===== src/rtl/factorial_ctrl_if.sv =====
// Control/handshake bundle between the factorial controller, its datapath and the result consumer.
interface factorial_ctrl_if #(
    parameter int unsigned ITER_W = 6
);
    logic              start;
    logic              z;
    logic [31:0]       dp_result;
    logic              dp_rst;
    logic [1:0]        a_sel;
    logic [1:0]        b_sel;
    logic              w_sel;
    logic              w_en;
    logic              op_sel;
    logic              busy;
    logic [31:0]       result;
    logic              result_valid;
    logic              result_ready;
    logic              err;
    logic [ITER_W-1:0] iter_count;

    // Controller side
    modport master (
        input  start, z, dp_result, result_ready,
        output dp_rst, a_sel, b_sel, w_sel, w_en, op_sel,
               busy, result, result_valid, err, iter_count
    );

    // Datapath / requester / consumer side
    modport slave (
        output start, z, dp_result, result_ready,
        input  dp_rst, a_sel, b_sel, w_sel, w_en, op_sel,
               busy, result, result_valid, err, iter_count
    );
endinterface


===== src/rtl/factorial_ctrl.sv =====
// Factorial sequencer: resets the datapath, loops CHECK/MUL/DEC until x1 == 1,
// then hands the product to a consumer; aborts with err after MAX_ITER iterations.
module factorial_ctrl #(
    parameter int unsigned MAX_ITER = 32,
    parameter int unsigned ITER_W   = 6
) (
    input  logic             clk,
    input  logic             rst,
    factorial_ctrl_if.master bus
);
    localparam int unsigned DATA_W = 32;
    localparam logic [ITER_W-1:0] ITER_MAX = ITER_W'(MAX_ITER);

    typedef enum logic [2:0] {
        IDLE  = 3'd0,
        INIT  = 3'd1,
        CHECK = 3'd2,
        MUL   = 3'd3,
        DEC   = 3'd4,
        DONE  = 3'd5,
        ERR   = 3'd6
    } state_t;

    state_t              r_state;
    state_t              w_state_nxt;

    logic [DATA_W-1:0]   r_result;
    logic [DATA_W-1:0]   w_result_nxt;
    logic                r_result_valid;
    logic                w_result_valid_nxt;
    logic                r_err;
    logic                w_err_nxt;
    logic [ITER_W-1:0]   r_iter_count;
    logic [ITER_W-1:0]   w_iter_count_nxt;

    logic                r_dp_rst;
    logic                w_dp_rst_nxt;
    logic                r_busy;
    logic                w_busy_nxt;
    logic                r_w_en;
    logic                w_w_en_nxt;
    logic [1:0]          r_a_sel;
    logic [1:0]          w_a_sel_nxt;
    logic [1:0]          r_b_sel;
    logic [1:0]          w_b_sel_nxt;
    logic                r_op_sel;
    logic                w_op_sel_nxt;
    logic                r_w_sel;
    logic                w_w_sel_nxt;

    // State register plus all registered outputs
    always_ff @(posedge clk or negedge rst) begin
        if (!rst) begin
            r_state        <= IDLE;
            r_result       <= '0;
            r_result_valid <= 1'b0;
            r_err          <= 1'b0;
            r_iter_count   <= '0;
            r_dp_rst       <= 1'b1;
            r_busy         <= 1'b0;
            r_w_en         <= 1'b0;
            r_a_sel        <= 2'd0;
            r_b_sel        <= 2'd0;
            r_op_sel       <= 1'b0;
            r_w_sel        <= 1'b0;
        end else begin
            r_state        <= w_state_nxt;
            r_result       <= w_result_nxt;
            r_result_valid <= w_result_valid_nxt;
            r_err          <= w_err_nxt;
            r_iter_count   <= w_iter_count_nxt;
            r_dp_rst       <= w_dp_rst_nxt;
            r_busy         <= w_busy_nxt;
            r_w_en         <= w_w_en_nxt;
            r_a_sel        <= w_a_sel_nxt;
            r_b_sel        <= w_b_sel_nxt;
            r_op_sel       <= w_op_sel_nxt;
            r_w_sel        <= w_w_sel_nxt;
        end
    end

    // Next-state, bookkeeping, and Moore decode of the upcoming state so outputs are flops
    always_comb begin
        w_state_nxt        = r_state;
        w_result_nxt       = r_result;
        w_result_valid_nxt = r_result_valid;
        w_err_nxt          = r_err;
        w_iter_count_nxt   = r_iter_count;
        w_dp_rst_nxt       = 1'b0;
        w_busy_nxt         = 1'b0;
        w_w_en_nxt         = 1'b0;
        w_a_sel_nxt        = 2'd0;
        w_b_sel_nxt        = 2'd0;
        w_op_sel_nxt       = 1'b0;
        w_w_sel_nxt        = 1'b0;

        case (r_state)
            IDLE: begin
                if (bus.start) begin
                    w_state_nxt      = INIT;
                    w_iter_count_nxt = '0;
                end
            end
            INIT: begin
                w_state_nxt = CHECK;
            end
            CHECK: begin
                // Completion beats the iteration guard when both hold
                if (bus.z) begin
                    w_state_nxt        = DONE;
                    w_result_nxt       = bus.dp_result;
                    w_result_valid_nxt = 1'b1;
                end else if (r_iter_count == ITER_MAX) begin
                    w_state_nxt = ERR;
                    w_err_nxt   = 1'b1;
                end else begin
                    w_state_nxt = MUL;
                end
            end
            MUL: begin
                w_state_nxt = DEC;
                if (r_iter_count != ITER_MAX) begin
                    w_iter_count_nxt = r_iter_count + ITER_W'(1);
                end
            end
            DEC: begin
                w_state_nxt = CHECK;
            end
            DONE: begin
                if (r_result_valid && bus.result_ready) begin
                    w_state_nxt        = IDLE;
                    w_result_valid_nxt = 1'b0;
                end
            end
            ERR: begin
                if (bus.start) begin
                    w_state_nxt      = INIT;
                    w_err_nxt        = 1'b0;
                    w_iter_count_nxt = '0;
                end
            end
            default: begin
                w_state_nxt = IDLE;
            end
        endcase

        case (w_state_nxt)
            INIT: begin
                w_dp_rst_nxt = 1'b1;
                w_busy_nxt   = 1'b1;
            end
            CHECK: begin
                w_busy_nxt = 1'b1;
            end
            MUL: begin
                w_busy_nxt   = 1'b1;
                w_w_en_nxt   = 1'b1;
                w_a_sel_nxt  = 2'd0;
                w_b_sel_nxt  = 2'd1;
                w_op_sel_nxt = 1'b0;
                w_w_sel_nxt  = 1'b0;
            end
            DEC: begin
                w_busy_nxt   = 1'b1;
                w_w_en_nxt   = 1'b1;
                w_a_sel_nxt  = 2'd1;
                w_b_sel_nxt  = 2'd2;
                w_op_sel_nxt = 1'b1;
                w_w_sel_nxt  = 1'b1;
            end
            default: begin
                w_busy_nxt = 1'b0;
            end
        endcase
    end

    assign bus.dp_rst       = r_dp_rst;
    assign bus.a_sel        = r_a_sel;
    assign bus.b_sel        = r_b_sel;
    assign bus.w_sel        = r_w_sel;
    assign bus.w_en         = r_w_en;
    assign bus.op_sel       = r_op_sel;
    assign bus.busy         = r_busy;
    assign bus.result       = r_result;
    assign bus.result_valid = r_result_valid;
    assign bus.err          = r_err;
    assign bus.iter_count   = r_iter_count;
endmodule


===== src/flat_wrapper.sv =====
// flat-port wrapper written by rule: the top's interface ports become plain ports
module factorial_ctrl_flat 
#(
    parameter int unsigned MAX_ITER = 32,
    parameter int unsigned ITER_W   = 6
)
  (clk, rst, bus_start, bus_z, bus_dp_result, bus_result_ready, bus_dp_rst, bus_a_sel, bus_b_sel, bus_w_sel, bus_w_en, bus_op_sel, bus_busy, bus_result, bus_result_valid, bus_err, bus_iter_count);
  factorial_ctrl_if #(.ITER_W(ITER_W)) bus_i ();
  input  logic clk;
  input  logic rst;
  input wire logic [$bits(bus_i.start)-1:0] bus_start;
  input wire logic [$bits(bus_i.z)-1:0] bus_z;
  input wire logic [$bits(bus_i.dp_result)-1:0] bus_dp_result;
  input wire logic [$bits(bus_i.result_ready)-1:0] bus_result_ready;
  output wire logic [$bits(bus_i.dp_rst)-1:0] bus_dp_rst;
  output wire logic [$bits(bus_i.a_sel)-1:0] bus_a_sel;
  output wire logic [$bits(bus_i.b_sel)-1:0] bus_b_sel;
  output wire logic [$bits(bus_i.w_sel)-1:0] bus_w_sel;
  output wire logic [$bits(bus_i.w_en)-1:0] bus_w_en;
  output wire logic [$bits(bus_i.op_sel)-1:0] bus_op_sel;
  output wire logic [$bits(bus_i.busy)-1:0] bus_busy;
  output wire logic [$bits(bus_i.result)-1:0] bus_result;
  output wire logic [$bits(bus_i.result_valid)-1:0] bus_result_valid;
  output wire logic [$bits(bus_i.err)-1:0] bus_err;
  output wire logic [$bits(bus_i.iter_count)-1:0] bus_iter_count;
  assign bus_i.start = bus_start;
  assign bus_i.z = bus_z;
  assign bus_i.dp_result = bus_dp_result;
  assign bus_i.result_ready = bus_result_ready;
  assign bus_dp_rst = bus_i.dp_rst;
  assign bus_a_sel = bus_i.a_sel;
  assign bus_b_sel = bus_i.b_sel;
  assign bus_w_sel = bus_i.w_sel;
  assign bus_w_en = bus_i.w_en;
  assign bus_op_sel = bus_i.op_sel;
  assign bus_busy = bus_i.busy;
  assign bus_result = bus_i.result;
  assign bus_result_valid = bus_i.result_valid;
  assign bus_err = bus_i.err;
  assign bus_iter_count = bus_i.iter_count;
  factorial_ctrl #(.MAX_ITER(MAX_ITER), .ITER_W(ITER_W)) u_core (.clk(clk), .rst(rst), .bus(bus_i));
endmodule

===== config.mk =====
export PLATFORM = sky130hd
export DESIGN_NAME = factorial_ctrl_flat
export DESIGN_NICKNAME = d
export VERILOG_FILES = /design/src/rtl/factorial_ctrl_if.sv /design/src/rtl/factorial_ctrl.sv /design/src/flat_wrapper.sv
export SDC_FILE = /design/constraint.sdc
export NUM_CORES = 1
export LEC_CHECK = 0
export ABC_AREA = 1
export CAP_MARGIN = 25
export CELL_PAD_IN_SITES_DETAIL_PLACEMENT = 0
export CELL_PAD_IN_SITES_GLOBAL_PLACEMENT = 1
export CORE_UTILIZATION = 31
export CTS_CLUSTER_DIAMETER = 200
export DETAILED_ROUTE_END_ITERATION = 10
export PLACE_DENSITY_LB_ADDON = 0.1
export SLEW_MARGIN = 20
export SYNTH_ARGS = -nofsm -noshare
export SYNTH_HDL_FRONTEND = slang
export SYNTH_SLANG_ARGS = --single-unit

===== constraint.sdc =====
create_clock -name clk -period 1.6 [get_ports clk]
set_clock_uncertainty 0.15 [all_clocks]
set_input_delay 0.32 -clock clk [delete_from_list [all_inputs] [get_ports clk]]
set_output_delay 0.32 -clock clk [all_outputs]
set_load 0.05 [all_outputs]

==> reports/qor.txt, run 1 <==
Yosys top cell area share - 54.0%
GRT overflow - 0
Clock Pin Slew Worst Setup and Hold Paths - 0.09 ns
Worst-Skew Late Latency - 0.30 ns
Slowest-stage cell, CP - dfrtp_1
Post-synthesis cell type count - 24
Post-DRT Antenna Nets - 0
Outcome - finished clean
CP startpoint kind - register
Height of the die - 85.8 um
Detailed Routing Iterations Pass 1 - 4
Ys Warns - 0
Crit path time final - 1.54 ns
Top FF cell, synth - dfrtp_1
Max-Cap Viols - 0
GRT Total Usage - 15.7%
Initial antenna violation count - 0
Root buffer cell - clkbuf_8
Ys async rst share - 100%
Area grow syn2layout - 71.1%
Area leader, netlist - dfrtp_1
Wirelength per Cell - 11.8 um
Final period utilization - 96.2%
First-pass GRT wire length - 9.00 mm
Total Wirelength - 5.27 mm
Crit end category - output port
Gpl congestion - 0.747
Total core area - 6790 um^2
Die ar. - 7370 um^2
Final hold violation count - 0
Count leader, synth - nand2_1
Vias in the first global route - 1909
CP Cell Sequence - buf_12
Rows - 30
Total Power - 8260 uW
Synth top area cells - dfrtp_1, nand2_1, nor2_1
HP Class - input port to asynchronous set/reset pin
Crit Path Max Fanout - 4
Routed wl met2 - 2.43 mm
Met3 WL post-DR - 244 um
CP Buf/Inv Count - 1
CP peak stage delay - 0.57 ns
Syn Nets - 299
CTS Sinks - 48
Top delay family on crit path - flip-flops
Highest routed layer - met4
Initial core utilization - 32.1%
Largest net degree at the start of global routing - 49
Vias per cell - 4.20
Nets@finish - 388
Die Wd - 85.8 um
PwrDens - 2220 nW/um^2
WP data required - 1.13 ns
Detailed placement HPWL - 3.89 mm
Achievable Freq - 650 MHz
Crit path arrival time - 1.07 ns
CTS tree - yes
Mapped Cells - 260
I/O Buffers - 84
Critical path class - register to output port
Cell Area, Placed - 3620 um^2
Peak supply drop - 935 uV
Violation count after the first detailed-routing iteration - 107
P_leak - 0.00186 uW
Fin. max-slew vios - 0
Share of cells above drive strength 1 - 23.4%
CTS Buf Count - 5
Syn avg cell area - 8.38 um^2
Register bit total from synthesis - 48
Final setup viols - 0
Vias - 1873
Netlist Area Pre-Place - 2180 um^2
Post-synth top cells - nand2_1, dfrtp_1, nor2_1
EDFF count, synth - 0
Sequential area share after synthesis - 55.2%
Clk buf depth - 2
RSZ-0062 raised after global routing - no
IO Count - 86
Setup Fix Bufs, Post-CTS - 0
Final core utilization - 54.9%
Residual DRC - 0
M1 WL - 2.51 mm
H-tree depth - 2
# diodes - 0
Fin area - 3730 um^2
[power breakdown]
group	switching, uW	total [uW]	internal [uW]
combinational	2840	5210	2370
clock	410	762	352
sequential	564	2290	1730
total	3810	8260	4450
[what timing repair did]
item                                    CTS  global route
endpoints found under the setup margin    0             6
resized for setup                         0             2
hold buffers                              1             0
hold endpoints to repair                 47             0
[tightest hold or removal path: cells and delay by family]
kind | cells | cell delay, ns
buffers and inverters | 3 | 0.90
[state kept, by name (all words and copies together) (netlist names)]
name	flops
u_core.bus.a_sel	1
u_core.bus.busy	1
u_core.bus.dp_rst	1
u_core.bus.result	32
u_core.bus.w_en	1
u_core.bus.result_valid	1
u_core.bus.iter_count	6
u_core.bus.b_sel	1
u_core.r_state	3
u_core.bus.err	1
[final cells by class]
cell class,instances,area [um^2]
repair buffers,94,1430
inverters,17,63.8
fillers,628,3070
flip-flops and latches,48,1210
clock buffers,7,86.3
well taps,96,120
clock inverters,1,7.51
multi-input cells,183,812
[final timing paths]
check | cells past startpoint | start | endpoint | slack, ns
max in group asynchronous | 3 | rst | u_core.bus.dp_rst | 0.63
setup reg to reg | 8 | u_core.bus.iter_count[1] | u_core.bus.iter_count[2] | 0.15
hold reg to reg | 2 | u_core.bus.result[27] | u_core.bus.result[27] | 0.39
hold / removal | 3 | rst | u_core.bus.result[16] | 0.39
setup / recovery | 1 | u_core.bus.a_sel[0] | bus_a_sel[0] | 0.06
min in group clk | 2 | u_core.bus.result[27] | u_core.bus.result[27] | 0.39
[cells in the final DEF (no fill, tap or decap), drive strengths merged]
| cell | synthesis | routed |
|---|---|---|
| a21oi | 1 | 1 |
| buf | 12 | 58 |
| clkbuf | 0 | 7 |
| clkdlybuf4s50 | 0 | 35 |
| clkinvlp | 0 | 1 |
| conb | 1 | 1 |
| dfrtp | 47 | 47 |
| dfstp | 1 | 1 |
| dlygate4sd3 | 0 | 1 |
| ha | 2 | 2 |
| inv | 17 | 17 |
| nand2 | 137 | 137 |
| nand3 | 10 | 10 |
| nand4 | 2 | 2 |
| nor2 | 22 | 22 |
| o21ai | 4 | 4 |
| o22a | 1 | 1 |
| xnor2 | 1 | 1 |
| xor2 | 2 | 2 |
[per-layer routing]
layer / track usage, % / vias up
li1: - / 953
met2: 26.0 / 56
met4: 5.45 / 0
met1: 20.5 / 856
met3: 3.37 / 8
met5: 0 / -
[stage by stage]
step / hold slack [ns] / worst slack, ns / instances / TNS (ns)
floorplan: -0.126 / 0.0430 / 260 / 0
global route: 0.388 / 0.00202 / 446 / 0
finish: 0.387 / 0.0604 / 446 / 0
CTS: 0.386 / 0.0300 / 446 / 0
global placement: 0.181 / -0.0389 / 437 / -0.899
detailed placement: 0.182 / -0.0643 / 437 / -1.65
[cell families (layout without fill, tap and decap cells)]
logic type	count (synthesis)	after routing	synth area share [%]
compound gates	6	6	1.55
flops	48	48	55.2
other cells	1	1	0.172
buf+inv	29	119	7.75
xor+xnor	3	3	1.21
fa+ha+maj	2	2	1.15
simple gates	171	171	33.0
(Power assumes the default switching activity.)
==> run 2, diff against run 1 <==
--- a/config.mk
+++ b/config.mk
@@ -13,6 +13,7 @@
 export CTS_CLUSTER_DIAMETER = 200
 export DETAILED_ROUTE_END_ITERATION = 10
 export PLACE_DENSITY_LB_ADDON = 0.1
+export SKIP_LAST_GASP = 1
 export SLEW_MARGIN = 20
 export SYNTH_ARGS = -nofsm -noshare
 export SYNTH_HDL_FRONTEND = slang
==> results of run 2 <==
Same layout as run 1: the final DEF is identical, and so are final timing and power.
==> run 3, diff against run 2 <==
--- a/config.mk
+++ b/config.mk
@@ -6,7 +6,6 @@
 export NUM_CORES = 1
 export LEC_CHECK = 0
 export ABC_AREA = 1
-export CAP_MARGIN = 25
 export CELL_PAD_IN_SITES_DETAIL_PLACEMENT = 0
 export CELL_PAD_IN_SITES_GLOBAL_PLACEMENT = 1
 export CORE_UTILIZATION = 31
==> results of run 3 <==
Same layout as run 1: the final DEF is identical, and so are final timing and power.
